$ cat src/rtl/core_pkg.sv
// Core-wide rename parameters: physical register count and index type.
package core_pkg;

    localparam int PREGS  = 64;
    localparam int PREG_W = 6;

    typedef logic [PREG_W-1:0] preg_idx_t;

endpackage

$ cat src/rtl/free_list_pick_lowest.sv
// Lowest-set-bit priority encoder: reports whether any bit is set and the index of the lowest one.
module free_list_pick_lowest #(
    parameter int W     = 64,
    parameter int IDX_W = 6
) (
    input  logic [W-1:0]     mask,
    output logic             found,
    output logic [IDX_W-1:0] idx
);

    // NOTE: every output of a combinational block gets a default first so no latch is inferred.
    always_comb begin
        found = |mask;
        idx   = '0;
        // Scan from the top down so the last hit, the lowest index, wins.
        for (int i = W - 1; i >= 0; i--) begin
            if (mask[i]) begin
                idx = IDX_W'(i);
            end
        end
    end

endmodule

$ cat src/rtl/free_list.sv
// Physical-register free list: one-bit-per-register mask, grants the lowest free register,
// accepts one returned register per cycle which is eligible for the same-cycle grant.
module free_list
    import core_pkg::*;
#(
    parameter int PHYS_REGS = PREGS
) (
    input  logic              clk,
    input  logic              reset,
    input  logic              alloc_en,
    output logic [PREG_W-1:0] alloc_phys,
    output logic              alloc_valid,
    input  logic              free_en,
    input  logic [PREG_W-1:0] free_phys
);

    localparam logic [PREG_W:0] REG_LIMIT = (PREG_W + 1)'(PHYS_REGS);

    logic [PHYS_REGS-1:0] free_mask;
    logic [PHYS_REGS-1:0] free_mask_d;
    logic [PHYS_REGS-1:0] free_onehot;
    logic [PHYS_REGS-1:0] grant_onehot;
    logic [PHYS_REGS-1:0] avail;
    logic                 any_avail;
    preg_idx_t            grant_idx;
    logic                 alloc_valid_d;
    logic                 alloc_valid_q;
    preg_idx_t            alloc_phys_d;
    preg_idx_t            alloc_phys_q;

    // Out-of-range indices never match a mask position, so they fall out of the decode.
    always_comb begin
        free_onehot = '0;
        for (int i = 0; i < PHYS_REGS; i++) begin
            free_onehot[i] = free_en && (free_phys == PREG_W'(i));
        end
    end

    assign avail = free_mask | free_onehot;

    free_list_pick_lowest #(
        .W     (PHYS_REGS),
        .IDX_W (PREG_W)
    ) u_pick (
        .mask  (avail),
        .found (any_avail),
        .idx   (grant_idx)
    );

    always_comb begin
        alloc_valid_d = alloc_en && any_avail;
        alloc_phys_d  = alloc_valid_d ? grant_idx : '0;
        grant_onehot  = '0;
        for (int i = 0; i < PHYS_REGS; i++) begin
            grant_onehot[i] = alloc_valid_d && (grant_idx == PREG_W'(i));
        end
        free_mask_d = avail & ~grant_onehot;
    end

    // NOTE: state registers use non-blocking assignments so every flop samples pre-edge values.
    always_ff @(posedge clk or posedge reset) begin
        if (reset) begin
            free_mask     <= '1;
            alloc_valid_q <= 1'b0;
            alloc_phys_q  <= '0;
        end else begin
            free_mask     <= free_mask_d;
            alloc_valid_q <= alloc_valid_d;
            alloc_phys_q  <= alloc_phys_d;
        end
    end

    assign alloc_valid = alloc_valid_q;
    assign alloc_phys  = alloc_phys_q;

`ifndef SYNTHESIS
    always_ff @(posedge clk) begin
        if (!reset && free_en) begin
            assert ({1'b0, free_phys} < REG_LIMIT)
            else $error("free_list: free of out-of-range register %0d", free_phys);
        end
    end
`endif

endmodule

$ cat config.mk
export PLATFORM = sky130hd
export DESIGN_NAME = free_list
export DESIGN_NICKNAME = d
export VERILOG_FILES = /design/src/rtl/core_pkg.sv /design/src/rtl/free_list_pick_lowest.sv /design/src/rtl/free_list.sv
export SDC_FILE = /design/constraint.sdc
export NUM_CORES = 1
export LEC_CHECK = 0
export ABC_AREA = 1
export CORE_ASPECT_RATIO = 1.5
export CORE_MARGIN = 3
export CORE_UTILIZATION = 46
export CTS_CLUSTER_SIZE = 30
export DETAILED_ROUTE_END_ITERATION = 10
export PLACE_DENSITY = 0.68
export SYNTH_ARGS = -nofsm -noshare
export SYNTH_HDL_FRONTEND = slang
export SYNTH_HIERARCHICAL = 1
export SYNTH_SLANG_ARGS = --single-unit
export TNS_END_PERCENT = 10
$ cat constraint.sdc
create_clock -name clk -period 7.1 [get_ports clk]
set_clock_uncertainty 0.05 [all_clocks]
set_input_delay 0.71 -clock clk [delete_from_list [all_inputs] [get_ports clk]]
set_output_delay 0.71 -clock clk [all_outputs]
set_load 0.01 [all_outputs]
==> flow_metrics.env, run 1 <==
export IMPL_num_vias=4337
export IMPL_setup_worst_path_start_class="input port"
export IMPL_ir_worst_vdd_mv=0.332
export IMPL_finalPower_mw=1.46
export IMPL_worstMarginPinSlew_ps=1020
export IMPL_drcViolationCount=0
export IMPL_whs_ps=427
export IMPL_slew_headroom=0.315
export IMPL_clock_latency_ps=340
export IMPL_cp_max_fo=4
export IMPL_crit_arrival_ps=5930
export IMPL_utilization=0.531
export IMPL_rows=44
export IMPL_dieArea_um2=11400
export IMPL_postCtsSetupBuffers=0
export IMPL_cts_resized=0
export IMPL_ant_nets=0
export IMPL_wl_um=13300
export IMPL_slowest_delay_ps=540
export IMPL_start_util=0.475
export IMPL_r2r_slack_ps=2470
export IMPL_syn_instance_count=748
export IMPL_fmax_ghz=0.175
export IMPL_slew_viol_final=0
export IMPL_yosysWarnings=6
export IMPL_coreArea_um2=9800
export IMPL_hold_violations=0
export IMPL_firstDrtPassIters=6
export IMPL_cts_made_buffers=9
export IMPL_antenna_found_initial=0
export IMPL_fillers=1035
export IMPL_holdPathEnd="free_mask[38]"
export IMPL_grt_pass1_wl_um=20700
export IMPL_die_w_um=88.1
export IMPL_drv_cap=0
export IMPL_rr_worst_depth=67
export IMPL_synthToLayoutAreaGrowth_pct=11.8
export IMPL_run_status="finished clean"
export IMPL_synth_area_um2=4660
export IMPL_grt_max_degree=72
export IMPL_drt_first_iter_violations=288
export IMPL_fin_crit_ps=5700
export IMPL_drive_gt1_frac=0.120
export IMPL_syn_num_nets=758
export IMPL_num_nets_final=778
export IMPL_hp_start="free_mask[38]"
export IMPL_crit_required_ps=7320
export IMPL_setup_viol_count_final=0
export IMPL_critPathKind="in -> reg"
export IMPL_endpoint_kind="flip-flop"
export IMPL_critPathMostFrequentCell="nand2_1"
export IMPL_ys_seq_area_frac=0.399
export IMPL_finalSetupTns_ps=0
export IMPL_ios=17
export IMPL_cts_root_buf="clkbuf_16"
export IMPL_r2r_end="free_mask[6]"
export IMPL_cellLeakagePower_nw=2.96
export IMPL_overflow=0
export IMPL_max_clock_path_buffers=2
export IMPL_synth_seq_cells=71
export IMPL_r2r_start="free_mask[58]"
export IMPL_dpl_hpwl_um=10400
export IMPL_cts_hold_buf=0
export IMPL_via_per_inst=4.88
export IMPL_diodes=0
export IMPL_pwr_share_seq=0.343
export IMPL_grt_pass1_vias=4163
export IMPL_cts_sinks=71
export IMPL_gp_congestion=1.01
export IMPL_io_buffers=16
export IMPL_switchingPower_mw=0.562
export IMPL_hold_depth=2
export IMPL_grt_usage=0.247
export IMPL_clkPwrFrac=0.308
export IMPL_post_drt_wl_per_cell_um=15.0
export IMPL_cts_tree="yes"
export IMPL_rsz0062_at_grt="false"
export IMPL_crit_path_top_delay_cell="clkdlybuf4s50_1"
export IMPL_pwr_share_comb=0.349
export IMPL_switching_share=0.384
export IMPL_fin_crit_sh=0.803
export IMPL_powerDensity_nw_per_um2=281
export IMPL_ys_types=24
export IMPL_htreeDepth=3
export IMPL_hp_class="reg -> reg"
export IMPL_p_int_mw=0.900
export IMPL_path_clk_slew_ps=50
export IMPL_die_y_um=129
export IMPL_syn_area_per_cell_um2=6.22
## area by class of cell
cell class	count	area, um2	area share
multi-input cells	488	1970	0.378
flip-flops and latches	71	1860	0.357
clock inverters	3	42.5	0.00817
inverters	181	776	0.149
well taps	115	144	0.0276
clock buffers	13	250	0.0481
repair buffers	17	168	0.0322
## flip-flops by register name, summed over array words and instances (netlist names)
| signal | cells |
|---|---|
| free_mask | 64 |
| alloc_phys | 6 |
| alloc_valid | 1 |
## synth_stat cells (all sizes together)
library cell	number	area, um2
nand4	3	18.8
buf	8	53.8
nor4	2	12.5
o31ai	1	7.51
nor2	142	548
a31oi	1	6.26
a211oi	1	7.51
o21ai	2	10.0
dfstp	64	1680
nand2	270	1010
bufinv	7	123
inv	174	653
nor3	3	20.0
dfrtp	7	175
a21oi	49	249
o21bai	1	7.51
nand3	12	60.1
a311oi	1	8.76
## power by group through the flow
stage               sequential, mW  clock, mW  combinational, mW
CTS                          0.500      0.457              0.504
finish                       0.501      0.451              0.510
floorplan                    0.507          0              0.333
detailed placement           0.506          0              0.501
global route                 0.504      0.475              0.566
global placement             0.504          0              0.501
## stage by stage
| step | instances | instance area (um2) | setup slack (ps) |
|---|---|---|---|
| 6_report | 888 | 5210 | 1400 |
| 5_1_grt | 888 | 5210 | 646 |
| 4_1_cts | 888 | 5210 | 1480 |
| 3_5_place_dp | 872 | 4910 | 1130 |
| 3_3_place_gp | 872 | 4910 | 1180 |
| 2_1_floorplan | 748 | 4660 | 2470 |
## layout by cell type (no fill, tap or decap), drive strengths merged
cell type / netlist / final
a211oi: 1 / 1
a21oi: 49 / 49
a311oi: 1 / 1
a31oi: 1 / 1
buf: 8 / 1
bufinv: 7 / 8
clkbuf: 0 / 13
clkdlybuf4s50: 0 / 16
clkinv: 0 / 1
clkinvlp: 0 / 1
dfrtp: 7 / 7
dfstp: 64 / 64
inv: 174 / 174
nand2: 270 / 270
nand3: 12 / 12
nand4: 3 / 3
nor2: 142 / 142
nor3: 3 / 3
nor4: 2 / 2
o21ai: 2 / 2
o21bai: 1 / 1
o31ai: 1 / 1
## logic make-up after synthesis
kind of cell,Yosys count,share of synthesized area
buffers and inverters,189,0.178
DFF,71,0.399
AOI/OAI and AO/OA,56,0.0637
and+or+nand+nor,432,0.359
## worst max-delay path: cells and delay by family
kind | cells | cell delay, ps
buf+inv | 4 | 890
simple gates | 65 | 4260
compound gates | 1 | 70
## per-layer routing
layer,wire length (um),GRT usage
met1,5160,0.282
met5,0,0
met3,437,0.0299
met4,759,0.153
met2,6940,0.433
## worst max-delay path by stage
stage	start	endpoint	slack [ps]	cells after the start
after floorplan	free_en	free_mask[5]	2470	70
after global placement	free_phys[5]	free_mask[14]	1180	70
after detailed placement	free_phys[5]	free_mask[14]	1130	70
after CTS	free_phys[5]	free_mask[14]	1480	70
after global routing	free_phys[2]	free_mask[14]	650	71
final	free_phys[3]	free_mask[6]	1400	70
No activity file was read; power rests on OpenSTA's default activity.
==> run 2: changes to the inputs <==
- clock period: 7.1 -> 5.6 ns (I/O delays scaled with it)
==> flow_metrics.env, run 2 (synthesis results as in run 1) <==
export IMPL_worstMarginPinSlew_ps=1070
export IMPL_crit_required_ps=5820
export IMPL_grt_usage=0.254
export IMPL_wl_um=13800
export IMPL_top_register="free_mask"
export IMPL_clock_latency_ps=340
export IMPL_final_common_cell="nand2_1"
export IMPL_dpl_hpwl_um=10400
export IMPL_endpoint_kind="flip-flop"
export IMPL_drt_first_iter_violations=363
export IMPL_cts_root_buf="clkbuf_16"
export IMPL_slew_headroom=0.286
export IMPL_powerDensity_nw_per_um2=381
export IMPL_slew_viol_final=0
export IMPL_rr_worst_depth=71
export IMPL_fmax_ghz=0.204
export IMPL_hp_class="reg -> reg"
export IMPL_grt_pass1_vias=4449
export IMPL_grt_max_degree=52
export IMPL_setup_viol_count_final=0
export IMPL_setup_ws_ps=703
export IMPL_critPathMostFrequentCell="nand2_1"
export IMPL_num_vias=4562
export IMPL_cts_tree="yes"
export IMPL_fin_crit_sh=0.874
export IMPL_dp_slack_ps=-47.3
export IMPL_rows=44
export IMPL_hold_violations=0
export IMPL_most_common_layout_cells="nand2_1, inv_1, nor2_1"
export IMPL_io_buffers=16
export IMPL_grt_pass1_wl_um=21600
export IMPL_diodes=0
export IMPL_cts_sinks=71
export IMPL_gp_congestion=0.953
export IMPL_synthToLayoutAreaGrowth_pct=20.7
export IMPL_die_w_um=88.1
export IMPL_hold_depth=2
export IMPL_ir_worst_vdd_mv=0.549
export IMPL_htreeDepth=3
export IMPL_ios=17
export IMPL_cp_max_fo=4
export IMPL_path_clk_slew_ps=60
export IMPL_place_area_um2=5120
export IMPL_dieArea_um2=11400
export IMPL_cellLeakagePower_nw=3.23
export IMPL_drv_cap=0
export IMPL_coreArea_um2=9800
export IMPL_post_drt_wl_per_cell_um=14.9
export IMPL_cts_made_buffers=9
export IMPL_run_status="finished clean"
export IMPL_final_area_um2=5620
export IMPL_ant_nets=0
export IMPL_drive_gt1_frac=0.216
export IMPL_fin_crit_ps=4900
export IMPL_antenna_found_initial=0
export IMPL_via_per_inst=4.95
export IMPL_firstDrtPassIters=5
export IMPL_critPathKind="in -> reg"
export IMPL_crit_path_top_delay_cell="nor2_4"
export IMPL_slowest_delay_ps=260
export IMPL_setup_worst_path_start_class="input port"
export IMPL_largest_reg_flops=64
export IMPL_crit_arrival_ps=5120
export IMPL_num_nets_final=812
export IMPL_drcViolationCount=0
export IMPL_start_util=0.475
export IMPL_max_clock_path_buffers=2
export IMPL_overflow=0
export IMPL_die_y_um=129
## run 2: changes by cell type in the layout (fill, tap and decap cells not counted), sizes merged
cell	change
nor2	+1
buf	+33
dlymetal6s2s	+1
clkinvlp	+1
clkbuf	+4
clkdlybuf4s50	-7
bufinv	+1
## run 2: layout make-up
cell class,instances,area (um2)
fill,976,4180
timing repair buffer,50,392
inverter,181,776
clock inverter,5,80.1
tap,115,144
sequential,71,1860
clock buffer,11,253
multi-input combinational,489,2120
## run 2: per-layer routing
layer,vias up,global-route usage,routed length [um]
met3,62,0.0471,823
li1,2269,-,-
met4,0,0.186,1050
met5,-,0,0
met1,2079,0.284,5080
met2,152,0.425,6810
## run 2: critical path, delay by kind of cell
family / cells / cell delay, ps
simple gates: 64 / 3720
buf+inv: 6 / 630
compound gates: 1 / 250
## run 2: power by group
group | internal, mW | switching (mW)
Clock | 0.413 | 0.220
Sequential | 0.617 | 0.0176
Combinational | 0.264 | 0.610
## run 2: what timing repair did
item / in CTS / in global routing
hold buffers: 0 / 0
endpoints found under the hold margin: 0 / 0
resized for setup: 0 / 64
setup endpoints to repair: 0 / 65
buffers inserted: 0 / 6
## run 2: worst paths after layout
path,from,end,slack (ps)
worst max-delay path,free_phys[2],free_mask[9],700
worst min-delay path,free_mask[56],free_mask[56],420
worst max register to register,free_mask[63],free_mask[9],930
worst min register to register,free_mask[56],free_mask[56],420
max in group asynchronous,reset,alloc_phys[3],4020
min in group asynchronous,reset,alloc_phys[1],480
## run 2: per-stage QoR
step	hold slack (ps)	instances	total power, mW	utilization	TNS [ps]
2_1_floorplan	405	748	1.07	-	0
3_3_place_gp	414	899	1.30	0.522	0
3_5_place_dp	416	899	1.31	0.522	-108
4_1_cts	425	915	1.96	0.556	0
5_1_grt	443	922	2.26	0.574	-54.0
6_report	422	922	2.14	0.574	0
==> run 3: changes to the inputs <==
- SYNTH_HIERARCHICAL: 1 -> default
==> flow_metrics.env, run 3 <==
export IMPL_drv_cap=0
export IMPL_synth_area_um2=4020
export IMPL_syn_area_per_cell_um2=7.13
export IMPL_drt_first_iter_violations=287
export IMPL_setup_worst_path_start_class="input port"
export IMPL_grt_usage=0.259
export IMPL_met3_usage=0.0425
export IMPL_overflow=0
export IMPL_dp_slack_ps=-68.4
export IMPL_ys_types=24
export IMPL_setup_viol_count_final=0
export IMPL_fin_crit_ps=5060
export IMPL_worstMarginPinSlew_ps=853
export IMPL_io_buffers=16
export IMPL_path_clk_slew_ps=50
export IMPL_grt_pass1_vias=3806
export IMPL_slowest_delay_ps=230
export IMPL_cts_made_buffers=9
export IMPL_ios=17
export IMPL_dp_cells=726
export IMPL_cellLeakagePower_nw=2.53
export IMPL_synth_area_top_cells="dfstp_2, nand2_1, nor2_1"
export IMPL_run_status="finished clean"
export IMPL_critPathTopFamily="simple AND/OR/NAND/NOR gates"
export IMPL_num_vias=3992
export IMPL_rows=41
export IMPL_crit_path_top_delay_cell="o21ai_0"
export IMPL_dpl_hpwl_um=9120
export IMPL_max_clock_path_buffers=2
export IMPL_async_flop_share=1.00
export IMPL_critPathMostFrequentCell="nand2_1"
export IMPL_most_common_layout_cells="nand2_1, nor2_1, inv_1"
export IMPL_htreeDepth=3
export IMPL_cts_tree="yes"
export IMPL_hp_start="free_mask[62]"
export IMPL_utilization=0.597
export IMPL_clock_latency_ps=330
export IMPL_hp_class="reg -> reg"
export IMPL_synth_commonest_cells="nand2_1, nor2_1, inv_1, a21oi_1, dfstp_2"
export IMPL_cts_sinks=71
export IMPL_grt_busiest_layer="met2"
export IMPL_synth_seq_cells=71
export IMPL_ir_worst_vdd_mv=0.288
export IMPL_via_per_inst=5.36
export IMPL_setup_ws_ps=543
export IMPL_cp_max_fo=4
export IMPL_critPathKind="in -> reg"
export IMPL_grt_use_met1=0.328
export IMPL_drcViolationCount=0
export IMPL_slew_headroom=0.426
export IMPL_syn_num_nets=574
export IMPL_critPathLaunch="free_phys[0]"
export IMPL_dieArea_um2=9920
export IMPL_crit_required_ps=5810
export IMPL_wl_um=12000
export IMPL_yosysTopAreaCell="dfstp_2"
export IMPL_slew_viol_final=0
export IMPL_r2r_start="free_mask[63]"
export IMPL_synth_most_common_cell="nand2_1"
export IMPL_synthToLayoutAreaGrowth_pct=25.6
export IMPL_yosysWarnings=0
export IMPL_final_common_cell="nand2_1"
export IMPL_cts_root_buf="clkbuf_16"
export IMPL_antenna_found_initial=0
export IMPL_powerDensity_nw_per_um2=528
export IMPL_ant_nets=0
export IMPL_gp_congestion=0.961
export IMPL_coreArea_um2=8460
export IMPL_die_y_um=121
export IMPL_die_w_um=82.3
export IMPL_firstDrtPassIters=5
export IMPL_grt_pass1_wl_um=19000
export IMPL_num_nets_final=643
export IMPL_final_cells=745
export IMPL_crit_buf_inv=4
export IMPL_fin_crit_sh=0.903
export IMPL_fmax_ghz=0.198
export IMPL_fillers=797
export IMPL_hold_violations=0
export IMPL_synthFlopType="dfstp_2"
export IMPL_grt_max_degree=59
export IMPL_syn_instance_count=564
export IMPL_crit_arrival_ps=5270
export IMPL_endpoint_kind="flip-flop"
export IMPL_ys_seq_area_frac=0.462
export IMPL_largest_reg_flops=64
export IMPL_start_util=0.475
export IMPL_top_register="free_mask"
export IMPL_grtUsageMet2=0.404
export IMPL_post_drt_wl_per_cell_um=16.1
export IMPL_synth_top_area_share=0.418
export IMPL_drive_gt1_frac=0.260
export IMPL_rsz0062_at_grt="true"
export IMPL_synth_edff_count=0
export IMPL_diodes=0
[run 3: cell count changes in the layout (fill, tap and decap cells not counted), sizes merged, moves of 7 or more]
cell,previous run,this run
a21oi,49,67
buf,34,60
bufinv,9,0
inv,174,80
nand2,270,141
nand3,12,5
nand4,3,24
nor2,143,131
o21bai,1,20
[run 3: repair_timing]
item,4_1_cts,5_1_grt
resized for setup,0,55
setup buffers,0,3
endpoints found under the setup margin,0,65
hold buffers,0,0
[run 3: layout make-up]
type,instances,area (um2),area share
clock buffers,14,254,0.0503
clock inverters,2,10.0,0.00198
inverters,80,300,0.0594
multi-input cells,402,1930,0.381
flip-flops and latches,71,1860,0.368
well taps,107,134,0.0265
repair buffers,69,572,0.113
[run 3: worst min-delay path: cells and delay by family (launching register included)]
| family | cells | cell delay (ps) |
|---|---|---|
| buffers and inverters | 2 | 100 |
| flip-flops | 1 | 360 |
| AO/OA/AOI/OAI | 1 | 70 |
| AND/OR/NAND/NOR | 1 | 70 |
[run 3: per-stage QoR]
step / instance area, um2 / power (mW) / hold WS, ps / TNS (ps)
final: 5050 / 2.67 / 558 / 0
after global routing: 5050 / 2.87 / 581 / -1420
after CTS: 4930 / 2.58 / 552 / 0
after detailed placement: 4660 / 2.06 / 541 / -547
after global placement: 4660 / 2.04 / 536 / -30.9
after floorplan: 4020 / 1.66 / 498 / 0
[run 3: cell families (layout without fill, tap and decap cells)]
group,Yosys count,after routing,synth area share
AOI/OAI and AO/OA,95,95,0.134
buffers and inverters,91,165,0.0874
and+or+nand+nor,307,307,0.316
DFF,71,71,0.462
[run 3: metal layers]
metal	up-vias	share of wire	wire length, um
li1	1924	-	-
met1	1905	0.40	4840
met2	123	0.49	5840
met3	40	0.045	539
met4	0	0.061	735
met5	-	0	0
[run 3: path summary, 6_finish.rpt]
kind	end	slack (ps)	cells past startpoint
hold reg to reg	free_mask[62]	560	4
min in group asynchronous	free_mask[63]	700	2
max in group asynchronous	alloc_phys[2]	4050	3
hold / removal	free_mask[62]	560	4
setup reg to reg	free_mask[21]	640	67
setup / recovery	free_mask[62]	540	70
[run 3: where the power goes]
part           internal (mW)  leakage [nW]  switching (mW)  total [mW]
combinational          0.464          1.64           0.897        1.36
clock                  0.310         0.131           0.196       0.506
sequential             0.759         0.761          0.0437       0.803
total                   1.53          2.53            1.14        2.67
